## src/rtl/uart_pkg.sv

```systemverilog
// Shared types and register-map constants for the memory-mapped UART transmitter.
package uart_pkg;

    typedef enum logic [2:0] {
        IDLE,
        START,
        DATA,
        STOP,
        PARITY
    } tx_state_t;

    localparam logic [1:0] REG_DATA   = 2'd0;
    localparam logic [1:0] REG_STATUS = 2'd1;
    localparam logic [1:0] REG_CTRL   = 2'd2;

    localparam int ST_EMPTY  = 0;
    localparam int ST_FULL   = 1;
    localparam int ST_BUSY   = 2;
    localparam int ST_OVF    = 3;
    localparam int ST_PARITY = 4;

    function automatic logic [7:0] status_byte(input logic par, input logic ovf,
                                               input logic busy, input logic full,
                                               input logic empty);
        logic [7:0] v;
        v            = 8'h00;
        v[ST_EMPTY]  = empty;
        v[ST_FULL]   = full;
        v[ST_BUSY]   = busy;
        v[ST_OVF]    = ovf;
        v[ST_PARITY] = par;
        return v;
    endfunction

endpackage

```

## src/rtl/sync_fifo.sv

```systemverilog
// Circular-buffer FIFO with combinational head; a push into a full FIFO is
// accepted only when a pop frees a slot in the same cycle.
module sync_fifo #(
    parameter int WIDTH = 8,
    parameter int DEPTH = 16
) (
    input  logic                     clk,
    input  logic                     reset,
    input  logic                     push,
    input  logic [WIDTH-1:0]         din,
    input  logic                     pop,
    output logic [WIDTH-1:0]         dout,
    output logic                     full,
    output logic                     empty,
    output logic [$clog2(DEPTH):0]   count
);
    localparam int AW = $clog2(DEPTH);
    localparam logic [AW:0] CNT_FULL = (AW+1)'(DEPTH);

    logic [WIDTH-1:0] r_mem [DEPTH];
    logic [AW-1:0]    r_wr_ptr;
    logic [AW-1:0]    r_rd_ptr;
    logic [AW:0]      r_count;
    logic             w_do_pop;
    logic             w_do_push;

    assign empty     = (r_count == '0);
    assign full      = (r_count == CNT_FULL);
    assign count     = r_count;
    assign dout      = r_mem[r_rd_ptr];
    assign w_do_pop  = pop && !empty;
    assign w_do_push = push && (!full || w_do_pop);

    always_ff @(posedge clk) begin
        if (w_do_push) r_mem[r_wr_ptr] <= din;
    end

    always_ff @(posedge clk) begin
        if (!reset) begin
            r_wr_ptr <= '0;
            r_rd_ptr <= '0;
            r_count  <= '0;
        end else begin
            if (w_do_push) r_wr_ptr <= r_wr_ptr + 1'b1;
            if (w_do_pop)  r_rd_ptr <= r_rd_ptr + 1'b1;
            case ({w_do_push, w_do_pop})
                2'b10:   r_count <= r_count + 1'b1;
                2'b01:   r_count <= r_count - 1'b1;
                default: r_count <= r_count;
            endcase
        end
    end

endmodule

```

## src/rtl/uart_tx_mmio.sv

```systemverilog
// Memory-mapped 8N1 UART transmitter with a transmit FIFO and polled status.
// Define UART_TX_PARITY_EN to insert an even-parity bit before the stop bit.
module uart_tx_mmio #(
    parameter int CLKS_PER_BIT = 868,
    parameter int FIFO_DEPTH   = 16
) (
    input  logic       clk,
    input  logic       reset,
    input  logic       cs,
    input  logic       rw,
    input  logic [1:0] addr,
    input  logic [7:0] data_in,
    output logic [7:0] data_out,
    output logic       tx,
    output logic       irq
);
    import uart_pkg::*;

    // state   | meaning
    // IDLE    | line high, pops the FIFO head as soon as one is present
    // START   | start bit (low)
    // DATA    | eight data bits, LSB first
    // PARITY  | even parity bit (parity build only)
    // STOP    | stop bit (high)

    localparam int FIFO_AW = $clog2(FIFO_DEPTH);
    localparam int BAUD_W  = $clog2(CLKS_PER_BIT);
    localparam logic [BAUD_W-1:0] BAUD_LAST = BAUD_W'(CLKS_PER_BIT - 1);
`ifdef UART_TX_PARITY_EN
    localparam logic HAS_PARITY = 1'b1;
`else
    localparam logic HAS_PARITY = 1'b0;
`endif

    logic             w_wr;
    logic             w_rd;
    logic             w_push;
    logic             w_pop;
    logic             w_full;
    logic             w_empty;
    logic             w_busy;
    logic             w_baud_done;
    logic [7:0]       w_head;
    logic [FIFO_AW:0] w_count;

    tx_state_t         r_state;
    logic [BAUD_W-1:0] r_baud;
    logic [2:0]        r_bit;
    logic [7:0]        r_shift;
    logic              r_tx;
    logic              r_irq;
    logic              r_ovf;
    logic [7:0]        r_data_out;
`ifdef UART_TX_PARITY_EN
    logic              r_par;
`endif

    assign w_wr        = cs && !rw;
    assign w_rd        = cs && rw;
    assign w_push      = w_wr && (addr == REG_DATA);
    assign w_pop       = (r_state == IDLE) && !w_empty;
    assign w_busy      = (r_state != IDLE);
    assign w_baud_done = (r_baud == BAUD_LAST);

    assign data_out = r_data_out;
    assign tx       = r_tx;
    assign irq      = r_irq;

    sync_fifo #(
        .WIDTH (8),
        .DEPTH (FIFO_DEPTH)
    ) u_fifo (
        .clk   (clk),
        .reset (reset),
        .push  (w_push),
        .din   (data_in),
        .pop   (w_pop),
        .dout  (w_head),
        .full  (w_full),
        .empty (w_empty),
        .count (w_count)
    );

    // A dropped push only counts as overflow when no pop frees a slot that cycle.
    always_ff @(posedge clk) begin
        if (!reset) begin
            r_ovf      <= 1'b0;
            r_irq      <= 1'b1;
            r_data_out <= 8'h00;
        end else begin
            if (w_wr && (addr == REG_CTRL))
                r_ovf <= 1'b0;
            else if (w_push && w_full && !w_pop)
                r_ovf <= 1'b1;
            r_irq <= (w_count == '0) && !w_busy;
            if (w_rd)
                r_data_out <= (addr == REG_STATUS) ?
                              status_byte(HAS_PARITY, r_ovf, w_busy, w_full, w_empty) : 8'h00;
        end
    end

    // r_tx is loaded with the level of the state being entered.
    always_ff @(posedge clk) begin
        if (!reset) begin
            r_state <= IDLE;
            r_baud  <= '0;
            r_bit   <= '0;
            r_shift <= 8'h00;
            r_tx    <= 1'b1;
`ifdef UART_TX_PARITY_EN
            r_par   <= 1'b0;
`endif
        end else begin
            case (r_state)
                IDLE: begin
                    r_tx <= 1'b1;
                    if (!w_empty) begin
                        r_shift <= w_head;
                        r_baud  <= '0;
                        r_bit   <= '0;
                        r_tx    <= 1'b0;
                        r_state <= START;
`ifdef UART_TX_PARITY_EN
                        r_par   <= ^w_head;
`endif
                    end
                end
                START: begin
                    if (w_baud_done) begin
                        r_baud  <= '0;
                        r_bit   <= '0;
                        r_tx    <= r_shift[0];
                        r_state <= DATA;
                    end else begin
                        r_baud <= r_baud + 1'b1;
                    end
                end
                DATA: begin
                    if (w_baud_done) begin
                        r_baud  <= '0;
                        r_shift <= r_shift >> 1;
                        if (r_bit == 3'd7) begin
                            r_bit <= '0;
`ifdef UART_TX_PARITY_EN
                            r_tx    <= r_par;
                            r_state <= PARITY;
`else
                            r_tx    <= 1'b1;
                            r_state <= STOP;
`endif
                        end else begin
                            r_bit <= r_bit + 1'b1;
                            r_tx  <= r_shift[1];
                        end
                    end else begin
                        r_baud <= r_baud + 1'b1;
                    end
                end
`ifdef UART_TX_PARITY_EN
                PARITY: begin
                    if (w_baud_done) begin
                        r_baud  <= '0;
                        r_tx    <= 1'b1;
                        r_state <= STOP;
                    end else begin
                        r_baud <= r_baud + 1'b1;
                    end
                end
`endif
                STOP: begin
                    if (w_baud_done) begin
                        r_baud  <= '0;
                        r_tx    <= 1'b1;
                        r_state <= IDLE;
                    end else begin
                        r_baud <= r_baud + 1'b1;
                    end
                end
                default: begin
                    r_baud  <= '0;
                    r_tx    <= 1'b1;
                    r_state <= IDLE;
                end
            endcase
        end
    end

endmodule

```

## config.mk

```make
export PLATFORM = sky130hd
export DESIGN_NAME = uart_tx_mmio
export DESIGN_NICKNAME = d
export VERILOG_FILES = /design/src/rtl/uart_pkg.sv /design/src/rtl/sync_fifo.sv /design/src/rtl/uart_tx_mmio.sv
export SDC_FILE = /design/constraint.sdc
export NUM_CORES = 1
export LEC_CHECK = 0
export ABC_AREA = 1
export BUFFER_PORTS_ARGS = -buffer_cell sky130_fd_sc_hd__clkbuf_2
export CORE_ASPECT_RATIO = 0.75
export CORE_MARGIN = 1.5
export CORE_UTILIZATION = 30
export DETAILED_ROUTE_END_ITERATION = 16
export PLACE_DENSITY_LB_ADDON = 0.25
export SYNTH_ARGS = -nofsm -noshare
export SYNTH_HDL_FRONTEND = slang
export SYNTH_SLANG_ARGS = --single-unit
```

## constraint.sdc

```tcl
create_clock -name clk -period 6.7 [get_ports clk]
set_input_delay 1.34 -clock clk [delete_from_list [all_inputs] [get_ports clk]]
set_output_delay 1.34 -clock clk [all_outputs]
set_load 0.05 [all_outputs]
```

==> load_flow_metrics.sql <==
INSERT INTO impl_metrics (metric_group, metric, value, unit) VALUES
('status', 'status', 'completed', ''),
('floorplanning', 'std_cell_rows', '51', ''),
('floorplanning', 'die_footprint', '0.0272', 'mm2'),
('grt', 'global_route.overflow_total', '0', ''),
('sta', 'setup_tns', '0', 'ns'),
('yosys', 'synth_top_area_share', '0.489', ''),
('floorplanning', 'initial_utilization', '0.304', ''),
('sta', 'achievable-frequency', '0.344', 'GHz'),
('sta', 'timing.final.setup_violations', '0', ''),
('yosys', 'synth.ff_latch_count', '175', ''),
('clock_network', 'cts.path.max_buffers', '2', ''),
('final_layout', 'finish.net_count', '866', ''),
('run', 'cap_viol_max_count', '0', ''),
('yosys', 'post_synth_xor_area_fraction', '0.00988', ''),
('pwr', 'swShare', '0.369', ''),
('critical_path', 'category_of_the_critical_setup_timing_path', 'input port to flop', ''),
('final_layout', 'ratio_of_cells_with_drive_above_1_in_the_final_layout', '0.0896', ''),
('critical_path', 'crit_path_start_kind', 'input port', ''),
('drt', 'drt_iter0_markers', '444', ''),
('yosys', 'multiplexer_area_fraction_after_synthesis', '0', ''),
('clock_network', 'clock_tree_from_tritoncts', 'done', ''),
('pwr', 'comb_power_share', '0.308', ''),
('grt', 'initial_antenna_violation_count', '0', ''),
('drt', 'final_antenna_net_count', '0', ''),
('yosys', 'synth-edff-count', '128', ''),
('sta', 'finalClockSkew', '0.0133', 'ns'),
('final_layout', 'num_antenna_cells', '0', ''),
('yosys', 'post-synth-top-count-cell', 'nand2_1', ''),
('critical_path', 'worst_ep_arrival_time', '3.17', 'ns'),
('critical_path', 'timing.critical_path.cells', 'clkbuf_2 > inv_1 > nand3_1 > nor2_1 > nand2_4 > ha_1 > xor2_1 > ha_1 > a21o_1 > nand3_1 > nand2_1 > xor2_1 > nand2_1 > a21oi_1', ''),
('pwr', 'cell_internal_power', '1.98', 'mW'),
('grt', 'via_count_of_the_first_global_routing_pass', '4964', ''),
('clock_network', 'clock_latency_on_the_worst_skew_pair', '0.43', 'ns'),
('sta', 'final_period_minus_worst_setup_slack', '2.91', 'ns'),
('critical_path', 'timing.critical_path.slowest_stage_cell', 'ha_1', ''),
('pwr', 'max-vdd-ir-drop', '0.174', 'mV'),
('yosys', 'syn_inst', '824', ''),
('yosys', 'synth_top_family_by_area', 'simple AND/OR/NAND/NOR gates', ''),
('drt', 'wirelength', '17900', 'um'),
('placed_design', 'buffer_ports.inserted', '19', ''),
('yosys', 'yosys-top-cells-area', 'edfxtp_1, dfxtp_1, nand2_1', ''),
('pwr', 'p_clk_frac', '0.290', ''),
('sta', 'final-hold-violation-count', '0', ''),
('clock_network', 'hold_buffers', '0', ''),
('grt', 'largest_net_degree_at_the_start_of_global_routing', '69', ''),
('pwr', 'leakage', '3.58', 'nW'),
('drt', 'wl_per_cell', '15.0', 'um'),
('sta', 'slew_headroom', '0.244', ''),
('final_layout', 'layout-area-overhead-vs-synth', '11.6', '%'),
('yosys', 'synth-compound-area-share', '0.0492', ''),
('critical_path', 'critical_path_required', '6.96', 'ns'),
('yosys', 'post_synth.cell_area_avg', '9.53', 'um2'),
('placed_design', 'postPlaceCellArea', '0.00823', 'mm2'),
('clock_network', 'cts_setup_buffers', '0', ''),
('clock_network', 'clock_sink_count', '175', ''),
('floorplanning', 'standard_cell_core_area', '0.0258', 'mm2'),
('sta', 'slew_violations', '0', ''),
('pwr', 'pwr_density_cell', '358', 'mW/mm2'),
('clock_network', 'cts.reportedPaths.clkPinSlew', '0.07', 'ns'),
('sta', 'final.period_utilization', '0.434', ''),
('yosys', 'synth_fa_ha_area_frac', '0.0271', ''),
('drt', 'routed_vias', '5339', ''),
('yosys', 'ys_types', '44', ''),
('clock_network', 'ctsRootBufferMaster', 'clkbuf_16', ''),
('grt', 'global_route_wire_length_before_repair', '28000', 'um'),
('yosys', 'post_synthesis_instance_area', '0.00785', 'mm2'),
('pwr', 'p_sw', '1.16', 'mW'),
('yosys', 'synth.yosys.seq_area_share', '0.609', ''),
('final_layout', 'final_instance_area', '0.00877', 'mm2'),
('sta', 'max_slew.worst_pin.slew', '1.13', 'ns'),
('placed_design', 'place_congestion', '0.781', '');
-- final timing paths --
path                                   endpoint  cells past startpoint         from  slack (ns)
worst max-delay path            u_fifo.count[4]                     14      addr[0]        3.79
worst min-delay path                data_out[2]                      2  data_out[2]        0.47
worst min register to register      data_out[2]                      2  data_out[2]        0.47
worst max register to register       r_shift[3]                     11         flop        3.97
-- cell type report --
class	instances	area, um2
timing repair buffer	23	125
clock inverter	14	106
inverter	97	364
multi-input combinational	521	2530
fill	2601	17100
sequential	175	4790
clock buffer	18	429
tap	344	430
-- worst max-delay path: cells and delay by family --
family / cells / cell delay [ns]
AO/OA/AOI/OAI: 2 / 0.23
XOR/XNOR: 2 / 0.32
adder cells (fa/ha/maj): 2 / 0.51
buffers and inverters: 2 / 0.14
AND/OR/NAND/NOR: 6 / 0.63
-- stage by stage --
| stage | cells | worst slack [ns] | power (mW) | util | hold WS [ns] |
|---|---|---|---|---|---|
| final | 1192 | 3.79 | 3.14 | 0.339 | 0.466 |
| after global routing | 1192 | 3.60 | 3.33 | 0.339 | 0.488 |
| after CTS | 1192 | 3.80 | 3.16 | 0.339 | 0.467 |
| after detailed placement | 1160 | 3.35 | 2.25 | 0.319 | 0.457 |
| after global placement | 1160 | 3.35 | 2.25 | 0.319 | 0.453 |
| after floorplan | 827 | 3.64 | 2.01 | - | 0.439 |
-- routing by layer --
| metal | vias to the layer above | track usage | share of wire |
|---|---|---|---|
| met2 | 99 | 0.205 | 0.44 |
| met4 | 0 | 0.0347 | 0.0074 |
| li1 | 2725 | - | - |
| met1 | 2504 | 0.198 | 0.51 |
| met3 | 11 | 0.0334 | 0.046 |
| met5 | - | 0 | 0 |
-- registers in the layout, summed over array words and instances, names as in the netlist, 2 cells and up, named ones only --
register / flops
u_fifo.r_mem: 128
r_baud: 10
u_fifo.count: 5
r_bit: 3
u_fifo.r_rd_ptr: 4
data_out: 4
r_state: 2
u_fifo.r_wr_ptr: 4
r_shift: 8
-- power by group through the flow --
stage | logic (mW) | registers, mW | clock network, mW
after floorplan | 0.721 | 1.29 | 0
after global placement | 0.962 | 1.29 | 0
after detailed placement | 0.964 | 1.29 | 0
after CTS | 0.969 | 1.26 | 0.928
after global routing | 1.09 | 1.27 | 0.974
final | 0.965 | 1.26 | 0.909
-- cell usage in the layout, fill, tap and decap left out, types with 4 or more instances in the layout --
| master | count |
|---|---|
| nand2_1 | 238 |
| a21oi_2 | 5 |
| inv_1 | 91 |
| clkbuf_16 | 17 |
| edfxtp_1 | 128 |
| conb_1 | 4 |
| o211ai_1 | 4 |
| clkbuf_2 | 19 |
| nor3_1 | 4 |
| buf_4 | 4 |
| a21oi_1 | 27 |
| dfxtp_1 | 46 |
| nor2_1 | 66 |
| inv_6 | 6 |
| o21ai_0 | 18 |
| nand3_1 | 102 |
| xor2_1 | 6 |
| ha_1 | 17 |
| inv_2 | 4 |
-- cell families (layout without fill, tap and decap cells) --
kind of cell    after synthesis  count (layout)
fa+ha+maj                    17              17
flops                       175             175
xor+xnor                      8               8
compound gates               66              66
other cells                   1               4
simple gates                426             426
buf+inv                     131             152
Note: power is estimated with default switching activity, not from simulation.
